**src/rtl/kernel_oci_dct_pkg.sv**
```systemverilog
// Shared constants and state encoding for the OCI DCT trace scheduler.
// FRAME_W/SLOTS size the 30-bit packing buffer; CNT_W sizes frame counters.
// Imported by the scheduler top; the arbiter needs nothing from here.
package kernel_oci_dct_pkg;

   localparam int FRAME_W = 6;
   localparam int SLOTS   = 5;
   localparam int BUF_W   = FRAME_W * SLOTS;
   localparam int CNT_W   = 4;

   typedef enum logic {
      FILL  = 1'b0,
      DRAIN = 1'b1
   } state_t;

endpackage

```
**src/rtl/kernel_oci_dct_rr_arb.sv**
```systemverilog
// 2-requester arbiter for instruction trace (it) vs data trace (dt).
// Latency: grants are combinational from the requests, enable and pointer.
// Backpressure: no grant while en is low.
// Macro OCI_DCT_ROUND_ROBIN_EN: defined -> 2-way round-robin with a pointer
// register; undefined -> fixed priority, it over dt, no state at all.
// Ports: clk/reset_n (round-robin build only), en, it_req, dt_req, it_gnt, dt_gnt.
module kernel_oci_dct_rr_arb (
`ifdef OCI_DCT_ROUND_ROBIN_EN
   input  logic clk,
   input  logic reset_n,
`endif
   input  logic en,
   input  logic it_req,
   input  logic dt_req,
   output logic it_gnt,
   output logic dt_gnt
);

`ifdef OCI_DCT_ROUND_ROBIN_EN
   // ptr_dt = 1 means dt wins the next contested cycle; reset favours it.
   logic ptr_dt;

   always_ff @(posedge clk or negedge reset_n) begin
      if (!reset_n) begin
         ptr_dt <= 1'b0;
      end else if (en && it_req && dt_req) begin
         // The winner this cycle was the pointed-to side; hand priority over.
         ptr_dt <= ~ptr_dt;
      end
   end

   always_comb begin
      it_gnt = en & it_req & (~dt_req | ~ptr_dt);
      dt_gnt = en & dt_req & (~it_req |  ptr_dt);
   end
`else
   always_comb begin
      it_gnt = en & it_req;
      dt_gnt = en & dt_req & ~it_req;
   end
`endif

endmodule

```
**src/rtl/kernel_nios2_qsys_0_oci_dct_sched.sv**
```systemverilog
// Packs it/dt trace frames into a SLOTS-frame buffer and emits full or
// flushed partial words to trace memory. Latency: word valid 1 cycle after
// the filling/flushing accept. Backpressure: readys drop for the whole DRAIN
// state and while trc_on is low; they never depend on tw_ready.
// Ports: clk, reset_n, it_*/dt_* frame inputs with valid/ready, trc_on, flush,
// tw_* output word with valid/ready, dct_buffer/dct_count live buffer view.
// Arbitration policy is chosen by OCI_DCT_ROUND_ROBIN_EN inside the arbiter.
module kernel_nios2_qsys_0_oci_dct_sched
   import kernel_oci_dct_pkg::*;
#(
   parameter int FRAME_W = kernel_oci_dct_pkg::FRAME_W,
   parameter int SLOTS   = kernel_oci_dct_pkg::SLOTS
) (
   input  logic                         clk,
   input  logic                         reset_n,
   input  logic                         it_valid,
   input  logic [FRAME_W-1:0]           it_frame,
   output logic                         it_ready,
   input  logic                         dt_valid,
   input  logic [FRAME_W-1:0]           dt_frame,
   output logic                         dt_ready,
   input  logic                         trc_on,
   input  logic                         flush,
   output logic                         tw_valid,
   output logic [FRAME_W*SLOTS-1:0]     tw_data,
   output logic [3:0]                   tw_count,
   input  logic                         tw_ready,
   output logic [FRAME_W*SLOTS-1:0]     dct_buffer,
   output logic [3:0]                   dct_count
);

   localparam int BUF_W = FRAME_W * SLOTS;
   localparam logic [CNT_W-1:0] FULL_CNT = CNT_W'(SLOTS);

   state_t             state, state_nxt;
   logic               trc_on_d;
   logic               arb_en, gnt_it, gnt_dt;
   logic               acc_it, acc_dt, acc;
   logic               flush_cond, emit;
   logic [FRAME_W-1:0] acc_frame;
   logic [CNT_W-1:0]   cnt_nxt;
   logic [BUF_W-1:0]   pack_nxt;

   assign arb_en = (state == FILL) & trc_on;

   kernel_oci_dct_rr_arb u_arb (
`ifdef OCI_DCT_ROUND_ROBIN_EN
      .clk     (clk),
      .reset_n (reset_n),
`endif
      .en      (arb_en),
      .it_req  (it_valid),
      .dt_req  (dt_valid),
      .it_gnt  (gnt_it),
      .dt_gnt  (gnt_dt)
   );

   // Buffer view after this cycle's accept; count includes the accept so a
   // same-cycle flush emits the frame arriving with it.
   always_comb begin
      acc_it     = it_valid & it_ready;
      acc_dt     = dt_valid & dt_ready;
      acc        = acc_it | acc_dt;
      acc_frame  = acc_it ? it_frame : dt_frame;
      cnt_nxt    = dct_count + {{(CNT_W-1){1'b0}}, acc};
      pack_nxt   = dct_buffer;
      if (acc) begin
         pack_nxt[FRAME_W*int'(dct_count) +: FRAME_W] = acc_frame;
      end
      flush_cond = flush | (trc_on_d & ~trc_on);
      emit       = (state == FILL) &
                   ((cnt_nxt == FULL_CNT) | (flush_cond & (cnt_nxt != '0)));
   end

   // FSM: state register
   always_ff @(posedge clk or negedge reset_n) begin
      if (!reset_n) state <= FILL;
      else          state <= state_nxt;
   end

   // FSM: next state
   always_comb begin
      state_nxt = state;
      case (state)
         FILL:    if (emit)     state_nxt = DRAIN;
         DRAIN:   if (tw_ready) state_nxt = FILL;   // tw_valid is high throughout DRAIN
         default: state_nxt = FILL;
      endcase
   end

   // FSM: outputs (grants are already gated by arb_en)
   always_comb begin
      it_ready = gnt_it;
      dt_ready = gnt_dt;
   end

   // Packing buffer and output word
   always_ff @(posedge clk or negedge reset_n) begin
      if (!reset_n) begin
         trc_on_d   <= 1'b0;
         tw_valid   <= 1'b0;
         tw_data    <= '0;
         tw_count   <= '0;
         dct_buffer <= '0;
         dct_count  <= '0;
      end else begin
         trc_on_d <= trc_on;
         if (emit) begin
            tw_data    <= pack_nxt;   // unused slots are still zero
            tw_count   <= cnt_nxt;
            tw_valid   <= 1'b1;
            dct_buffer <= '0;
            dct_count  <= '0;
         end else if (state == FILL) begin
            dct_buffer <= pack_nxt;
            dct_count  <= cnt_nxt;
         end else if (tw_valid && tw_ready) begin
            tw_valid <= 1'b0;
         end
      end
   end

endmodule
```
**config.mk**
```make
export PLATFORM = sky130hd
export DESIGN_NAME = kernel_nios2_qsys_0_oci_dct_sched
export DESIGN_NICKNAME = d
export VERILOG_FILES = /design/src/rtl/kernel_oci_dct_pkg.sv /design/src/rtl/kernel_oci_dct_rr_arb.sv /design/src/rtl/kernel_nios2_qsys_0_oci_dct_sched.sv
export SDC_FILE = /design/constraint.sdc
export NUM_CORES = 1
export LEC_CHECK = 0
export ABC_AREA = 1
export CAP_MARGIN = 25
export CORE_ASPECT_RATIO = 0.8
export CORE_MARGIN = 4
export CORE_UTILIZATION = 45
export DETAILED_ROUTE_END_ITERATION = 12
export HOLD_SLACK_MARGIN = 0.15
export PLACE_DENSITY = 0.76
export REMOVE_ABC_BUFFERS = 1
export SYNTH_ARGS = -nofsm -noshare
export SYNTH_HDL_FRONTEND = slang
export SYNTH_SLANG_ARGS = --single-unit
```
**constraint.sdc**
```tcl
create_clock -name clk -period 3.2 [get_ports clk]
set_input_delay 0.32 -clock clk [delete_from_list [all_inputs] [get_ports clk]]
set_output_delay 0.32 -clock clk [all_outputs]
set_load 0.05 [all_outputs]
```
==> results of run 1 <==
final timing paths:
kind / start / end / slack, ns / depth (start not counted)
max: dct_count[1] / tw_data[3] / 0.17 / 18
min: tw_data[4] / tw_data[4] / 0.48 / 2
max reg2reg: dct_count[1] / tw_data[3] / 0.17 / 18
min reg2reg: tw_data[4] / tw_data[4] / 0.48 / 2
max in group asynchronous: reset_n / tw_data[2] / 1.72 / 3
min in group asynchronous: reset_n / tw_count[1] / 0.58 / 2
stage by stage:
step	setup TNS [ns]	power [W]	hold WS, ns
after floorplan	-53.47	0.00319	0.0244
after global placement	0	0.00421	0.442
after detailed placement	-0.0363	0.00425	0.451
after CTS	0	0.00504	0.487
after global routing	-0.0192	0.00547	0.507
final	0	0.00513	0.482
state kept, by name, summed over array words and instances, names as in the netlist:
signal      cells
trc_on_d        1
tw_count        4
dct_count       4
state           1
tw_valid        1
tw_data        30
dct_buffer     30
where the power goes:
group	switching [W]	leakage (nW)	internal, W
clock	0.000361	0.103	0.000385
sequential	0.000101	0.975	0.00107
combinational	0.00220	1.49	0.00101
total	0.00267	2.56	0.00247
worst max-delay path, stage by stage (launching register included):
cell and delay (ns):
dfrtp_1 0.39, ha_2 0.19, inv_1 0.05, fa_1 0.50, nand2_1 0.09, nor2_2 0.10
nand2_1 0.09, nor2_2 0.12, inv_1 0.08, ha_4 0.32, inv_2 0.06, buf_4 0.16
nand2_1 0.11, o21ai_0 0.13, nand2_1 0.09, o21ai_0 0.08, nand3b_1 0.20, nand3_1 0.11
nand2_1 0.05
cells by family after synthesis:
| logic type | after synthesis | share of synthesized area |
|---|---|---|
| adder cells (fa/ha/maj) | 10 | 0.0331 |
| flip-flops | 71 | 0.444 |
| AO/OA/AOI/OAI | 83 | 0.108 |
| buffers and inverters | 72 | 0.0728 |
| AND/OR/NAND/NOR | 304 | 0.340 |
| XOR/XNOR | 1 | 0.00219 |
layout by cell type (no fill, tap or decap), types with 10 or more instances in the layout:
master | Yosys | routed
a21oi_1 | 12 | 10
buf_4 | 1 | 19
clkbuf_8 | 0 | 10
clkdlybuf4s50_1 | 0 | 88
dfrtp_1 | 71 | 71
inv_1 | 35 | 34
inv_2 | 19 | 20
nand2_1 | 172 | 170
nand3_1 | 29 | 29
nor2_1 | 58 | 51
nor2_2 | 10 | 17
o21ai_0 | 23 | 16
o21ai_1 | 41 | 45
timing repair:
item	in CTS	in global routing
cloned	0	0
hold buffers	1	0
endpoints found under the setup margin	19	55
pin swaps	0	6
gates resized for setup	2	22
hold endpoints to repair	32	0
setup buffers	0	2
area by class of cell:
cell class	count	area (µm²)	area share
multi-input cells	398	1990	0.367
flip-flops and latches	71	1780	0.327
well taps	112	140	0.0258
clock inverters	6	68.8	0.0127
inverters	56	213	0.0392
repair buffers	112	1100	0.202
clock buffers	10	138	0.0254
metal layers:
layer | wire [µm] | part of all wire | track usage
met4 | 168 | 0.015 | 0.0761
met2 | 5190 | 0.46 | 0.343
met1 | 5340 | 0.47 | 0.305
met5 | 0 | 0 | 0
met3 | 622 | 0.055 | 0.0496
==> results.yml, run 1 <==
outcome:
  status: "finished, final reports clean"
power_and_ir_drop:
  p_leak_nw: 2.56
  power_density_mw_per_mm2: 946
  peakVddDrop_uv: 566
clocking:
  cts_buffer_depth: 2
  cts_made_buffers: 9
  cts.sinks: 71
  tritoncts: "done"
  root_buffer: "clkbuf_8"
  insertion_delay_ns: 0.35
  clk_pin_slew_ns: 0.08
  htreeDepth: 3
cells_and_area:
  design_area_mm2: 0.00543
  final_util: 0.634
  drive_gt1_frac: 0.162
  fin_cells: 765
  antenna_cells: 0
  fin_nets: 677
  nFillCells: 772
  syn_to_final_growth_pct: 35.5
critical_path:
  worst_setup_path_start_kind: "register"
  crit_required_ns: 3.43
  end_kind: "register"
  critical_path_class: "reg -> reg"
  arrival_ns: 3.26
  worst-path-max-fanout: 9
routing:
  wl_um: 11300
  drtIter0Drc: 353
  first_pass_iters: 5
  vias_per_cell: 5.21
  ant_nets: 0
  drc_errors: 0
  wl_per_cell_um: 14.8
  via_count: 3984
synthesis:
  synth-edff-count: 0
  yosysTopAreaCell: "dfrtp_1"
  ys.flop_type: "dfrtp_1"
  yosysWarnings: 0
  netlist_instances: 541
  yosysMostFrequentCell: "nand2_1"
  synth.yosys.seq_area_share: 0.444
  netlist.area_leader.share: 0.444
  synth_area_mm2: 0.00400
  synth-seq-cells: 71
  async_flop_share: 1.00
  ys_types: 35
  avgSynthCellArea_um2: 7.40
  synthTopCellsByCount: "nand2_1 (172), dfrtp_1 (71), nor2_1 (58)"
  synth_area_leaders: "dfrtp_1 (44%), nand2_1 (16%), nor2_1 (5.4%)"
die:
  die_area_mm2: 0.0105
  core_area_mm2: 0.00856
  initial_utilization: 0.468
  fp-row-count: 30
  die_w_um: 113
  pin_count: 90
  die_h_um: 92.4
hold_path:
  holdCritPathClass: "reg -> reg"
sta:
  fin_crit_ns: 3.03
  drv_slew: 0
  setup_viol: 0
  max_freq_mhz: 331
  finalCritPeriodShare: 0.945
  tightestPinTransition_ns: 0.800
  final.setup.worst_slack_ns: 0.175
  fin_skew_ns: 0.0123
  slew_headroom: 0.466
  final_hold_viol_count: 0
placed_design:
  hpwl_um: 8650
  placed_cells: 746
  place.gp.congestion: 0.962
  port-buffer-count: 89
  dpl_cell_area_mm2: 0.00514
  dpl_worst_slack_ns: -0.0148
grt:
  grtUsageTotal: 0.221
  grt_max_degree: 48
  grt_pass1_wl_um: 18600
  antenna_found_initial: 0
  grt_overflow: 0
  grt_pass1_vias: 3943
flow_run:
  max_cap_viol_count: 0
Power figures use the tool's default switching activity.
==> run 2, diff against run 1 <==
Settings changed: CELL_PAD_IN_SITES_DETAIL_PLACEMENT from default to 1, CELL_PAD_IN_SITES_GLOBAL_PLACEMENT from default to 2, CORE_UTILIZATION 45 to 25.
==> run 2 against run 1 <==
Against the previous run:
- core utilization is 26 points lower
- flip-flop and latch count stayed put
- via count is 0.53% lower
- critical path depth is 1 lower
- maximum frequency is 3.8% lower
- wire length is 21% higher
- global-route usage is 6.5 points lower
- highest routed layer unchanged
==> results.yml, run 2 (synthesis results as in run 1) <==
outcome:
  status: "finished, final reports clean"
placed_design:
  port-buffer-count: 89
  place.gp.congestion: 0.833
  hpwl_um: 10700
sta:
  max_freq_mhz: 318
  finalCritPeriodShare: 0.983
  grt_setup_unrepaired: "true"
  slew_headroom: 0.516
  fin_skew_ns: 0.0153
  tightestPinTransition_ns: 0.725
  drv_slew: 0
  final_hold_viol_count: 0
  tns_ns: 0
  fin_crit_ns: 3.14
  setup_viol: 0
clocking:
  root_buffer: "clkbuf_16"
  clk_pin_slew_ns: 0.07
  tritoncts: "done"
  insertion_delay_ns: 0.35
  htreeDepth: 3
  cts_buffer_depth: 2
  cts.sinks: 71
  cts_made_buffers: 9
hold_path:
  hold_depth: 2
  hold_start: "tw_data[18]"
  holdCritPathClass: "reg -> reg"
  hold_end: "tw_data[18]"
routing:
  ant_nets: 0
  drc_errors: 0
  drtIter0Drc: 164
  wl_per_cell_um: 15.6
  wl_um: 13700
  first_pass_iters: 4
  via_count: 3963
  vias_per_cell: 4.52
grt:
  grt_max_degree: 44
  grt_overflow: 0
  grt_pass1_wl_um: 22200
  antenna_found_initial: 0
  grtUsageTotal: 0.157
  grt_pass1_vias: 4198
critical_path:
  critical_path.max_stage_delay_ns: 0.60
  crit_chain: "ha_2 -> inv_2 -> fa_1 -> nand2_2 -> nor2_4 -> nand2_2 -> nor2_4 -> inv_2 -> ha_4 -> buf_6 -> nand4_4 -> nor2_4 -> nand2_4 -> nor2_4 -> nand2_1 -> o21ai_2 -> o21ai_1"
  end_kind: "register"
  critical_path_class: "reg -> reg"
  worst_setup_path_start_kind: "register"
  r2r_cells: 17
  timing.rr.start: "dct_count[1]"
  r2r_slack_ns: 0.06
  r2r-end: "tw_data[29]"
  worst-path-max-fanout: 5
  worst_path_max_delay_cell: "fa_1"
  crit_required_ns: 3.42
  cp_common_cell: "nor2_4"
  arrival_ns: 3.37
die:
  initial_utilization: 0.254
  core_area_mm2: 0.0157
  fp-row-count: 41
  pin_count: 90
  die_w_um: 149
  die_h_um: 121
  die_area_mm2: 0.0181
power_and_ir_drop:
  netSwitchingFraction: 0.519
  comb_power_share: 0.634
  p_leak_nw: 2.68
  p_total_w: 0.00572
  p_int_w: 0.00275
  peakVddDrop_uv: 390
  seq_power_share: 0.208
  power_density_mw_per_mm2: 972
  clock_power_share: 0.159
  power_switching_w: 0.00297
cells_and_area:
  final_common_cell: "nand2_1"
  final_cell_mix: "nand2_1 (155), clkdlybuf4s50_1 (88), dfrtp_1 (71)"
  syn_to_final_growth_pct: 47.0
  antenna_cells: 0
  nFillCells: 1922
  drive_gt1_frac: 0.228
  fin_nets: 685
  reg.largest.list: "dct_buffer: 30 flops, tw_data: 30 flops"
flow_run:
  max_cap_viol_count: 0
## run 2: what timing repair did
| action | CTS | global route |
|---|---|---|
| endpoints found under the hold margin | 28 | 0 |
| endpoints found under the setup margin | 28 | 60 |
| pin swaps | 0 | 21 |
| buffers inserted | 0 | 8 |
| resized for setup | 6 | 80 |
| hold buffers | 1 | 0 |
## run 2: layout make-up
cell class / count / area [µm²] / share of cell area
multi-input cells: 398 / 2200 / 0.374
clock buffers: 12 / 236 / 0.0402
inverters: 56 / 215 / 0.0366
repair buffers: 120 / 1160 / 0.197
well taps: 215 / 269 / 0.0457
clock inverters: 4 / 22.5 / 0.00383
flip-flops and latches: 71 / 1780 / 0.302
## run 2: worst max path at each step
| stage | cells past startpoint | endpoint | startpoint |
|---|---|---|---|
| global route | 17 | tw_data[28] | dct_count[1] |
| finish | 17 | tw_data[29] | dct_count[1] |
| CTS | 19 | tw_data[27] | dct_count[1] |
| global placement | 17 | tw_data[25] | dct_count[1] |
| floorplan | 16 | tw_data[18] | state |
| detailed placement | 17 | tw_data[12] | dct_count[1] |
## run 2: power by group through the flow
stage,Sequential (W),Clock [W],Combinational (W)
2_1_floorplan,0.00178,0,0.00141
5_1_grt,0.00121,0.000977,0.00394
3_3_place_gp,0.00120,0,0.00319
4_1_cts,0.00119,0.000933,0.00326
6_report,0.00119,0.000908,0.00362
3_5_place_dp,0.00120,0,0.00321
## run 2: per-stage QoR
stage                util  hold WS (ns)  cells  instance area [µm²]  worst slack (ns)
floorplan               -        0.0244    525                 3930             -1.07
global placement    0.336         0.411    851                 5290            0.0651
detailed placement  0.336         0.424    851                 5290           -0.0764
CTS                 0.354         0.479    868                 5570           -0.0405
global route        0.374         0.494    876                 5890           -0.0785
finish              0.374         0.471    876                 5890            0.0551
## run 2: critical path: cells and delay by family (launching register included)
kind,cells,cell delay [ns]
AO/OA/AOI/OAI,2,0.17
AND/OR/NAND/NOR,9,1.18
buffers and inverters,3,0.20
flip-flops,1,0.40
adder cells (fa/ha/maj),3,1.07
## run 2: routing by layer
layer,global-route usage,share of wire,up-vias
li1,-,-,1963
met1,0.222,0.51,1902
met2,0.232,0.44,87
met3,0.0456,0.046,11
met4,0.0440,0.013,0
met5,0,0,-
==> run 3, diff against run 2 <==
Settings changed: GPL_ROUTABILITY_DRIVEN from default to 0.
==> run 3 against run 2 <==
Against the previous run:
- clock skew shrank 0.011 ns
- worst setup slack gained 0.074 ns
- register-to-register slack gained 0.07 ns
- count of clock-buffer cells in the layout shrank 2
- core utilization shrank 0.80 points
- design area shrank 2.1%
- sequential power is essentially flat
- sequential share of layout area grew 0.66 points
- power shrank 0.56%
- maximum frequency grew 2.4%
==> results.yml, run 3 (synthesis results as in run 1) <==
outcome:
  status: "finished, final reports clean"
cells_and_area:
  drive_gt1_frac: 0.184
  final_cell_mix: "nand2_1 (163), clkdlybuf4s50_1 (88), dfrtp_1 (71)"
  syn_to_final_growth_pct: 43.9
  antenna_cells: 0
  fin_nets: 677
  fin_cells: 868
  reg.largest.list: "dct_buffer: 30 flops, tw_data: 30 flops"
  final_common_cell: "nand2_1"
sta:
  drv_slew: 0
  final_hold_viol_count: 0
  final.setup.worst_slack_ns: 0.129
  tightestPinTransition_ns: 0.792
  setup_viol: 0
  finalCritPeriodShare: 0.960
  slew_headroom: 0.472
  fin_crit_ns: 3.07
  max_freq_mhz: 326
  fin_skew_ns: 0.00459
power_and_ir_drop:
  netSwitchingFraction: 0.501
  power_switching_w: 0.00285
  peakVddDrop_uv: 373
  seq_power_share: 0.208
  p_int_w: 0.00284
  power_density_mw_per_mm2: 988
  comb_power_share: 0.600
  p_leak_nw: 2.64
  clock_power_share: 0.192
routing:
  first_pass_iters: 4
  drc_errors: 0
  wl_met1_um: 6560
  ant_nets: 0
  via_count: 3908
  vias_per_cell: 4.50
  drtIter0Drc: 128
  wl_per_cell_um: 15.6
  wl_met3_um: 740
  met2_length_um: 6110
  highest_layer: "met4"
  wl_um: 13500
critical_path:
  critical_path.max_stage_delay_ns: 0.51
  r2r_cells: 17
  timing.rr.start: "dct_count[1]"
  r2r_slack_ns: 0.13
  arrival_ns: 3.29
  r2r-end: "tw_data[10]"
  cp.depth: 17
  critical_path_class: "reg -> reg"
  worst_setup_path_start_kind: "register"
  crit_required_ns: 3.42
  cp_top_family: "simple AND/OR/NAND/NOR gates"
  end_kind: "register"
  worst_path_max_delay_cell: "fa_1"
  worst-path-max-fanout: 8
  crit_chain: "ha_2 -> inv_1 -> fa_1 -> nand2_2 -> nor2_4 -> nand2_2 -> nor2_4 -> inv_1 -> ha_4 -> buf_8 -> nand4_4 -> nor2_2 -> nand2_2 -> nor2_4 -> nand2_1 -> o21ai_1 -> o21ai_1"
  critPathBufInv: 3
clocking:
  clk_pin_slew_ns: 0.06
  insertion_delay_ns: 0.34
  cts_buffer_depth: 2
  htreeDepth: 3
  root_buffer: "clkbuf_16"
  cts.sinks: 71
  tritoncts: "done"
  cts_made_buffers: 9
grt:
  grt_pass1_vias: 4198
  grt_pass1_wl_um: 22100
  grt_max_degree: 42
  grt_overflow: 0
  antenna_found_initial: 0
  grtUsageTotal: 0.154
die:
  die_h_um: 121
  initial_utilization: 0.254
  pin_count: 90
  die_area_mm2: 0.0181
  die_w_um: 149
  core_area_mm2: 0.0157
  fp-row-count: 41
hold_path:
  hold_depth: 2
  hold_start: "tw_data[3]"
  hold_end: "tw_data[3]"
  holdCritPathClass: "reg -> reg"
placed_design:
  port-buffer-count: 89
  hpwl_um: 10700
  placed_cells: 848
  dpl_worst_slack_ns: -0.0162
flow_run:
  max_cap_viol_count: 0
==> run 3: worst max path at each step <==
stage | start | endpoint | slack, ns
after floorplan | state | tw_data[18] | -1.07
after detailed placement | dct_count[0] | tw_data[3] | -0.02
final | dct_count[1] | tw_data[10] | 0.13
after CTS | dct_count[0] | tw_data[7] | 0.02
after global routing | dct_count[1] | tw_data[29] | -0.07
after global placement | dct_count[0] | tw_data[25] | 0.12
==> run 3: cell type report <==
cell class              instances  area, µm²
inverters                      56        213
clock inverters                 6       83.8
clock buffers                  10        239
flip-flops and latches         71       1780
fillers                      1913       9990
multi-input cells             398       2070
well taps                     215        269
repair buffers                112       1110
==> run 3: worst register-to-register path: cells and delay by family, from the launching register on <==
family | cells | cell delay [ns]
compound gates | 2 | 0.21
fa+ha+maj | 3 | 0.99
buf+inv | 3 | 0.25
flops | 1 | 0.39
simple gates | 9 | 1.13
==> run 3: metal layers <==
| metal | track usage | vias up |
|---|---|---|
| met5 | 0 | - |
| met4 | 0.0377 | 0 |
| met3 | 0.0407 | 8 |
| met2 | 0.240 | 95 |
| met1 | 0.215 | 1866 |
| li1 | - | 1939 |
==> run 3: timing repair <==
item	4_1_cts	5_1_grt
endpoints found under the hold margin	30	0
setup buffers	0	3
pin swaps	0	6
gates resized for setup	5	41
hold buffers	1	0
endpoints found under the setup margin	18	60
==> run 3: metrics by stage <==
step | instance area, µm² | total power [W] | setup TNS (ns) | utilization | hold slack, ns
after floorplan | 3930 | 0.00319 | -53.47 | - | 0.0244
after global placement | 5260 | 0.00432 | 0 | 0.334 | 0.440
after detailed placement | 5260 | 0.00438 | -0.0666 | 0.334 | 0.454
after CTS | 5600 | 0.00551 | 0 | 0.356 | 0.487
after global routing | 5760 | 0.00610 | -0.868 | 0.366 | 0.526
final | 5760 | 0.00569 | 0 | 0.366 | 0.480
==> run 3: power groups by stage <==
stage	Clock, W	Combinational, W	Sequential, W
2_1_floorplan	0	0.00141	0.00178
6_report	0.00109	0.00342	0.00118
5_1_grt	0.00116	0.00374	0.00121
3_3_place_gp	0	0.00312	0.00120
3_5_place_dp	0	0.00318	0.00120
4_1_cts	0.00112	0.00320	0.00119
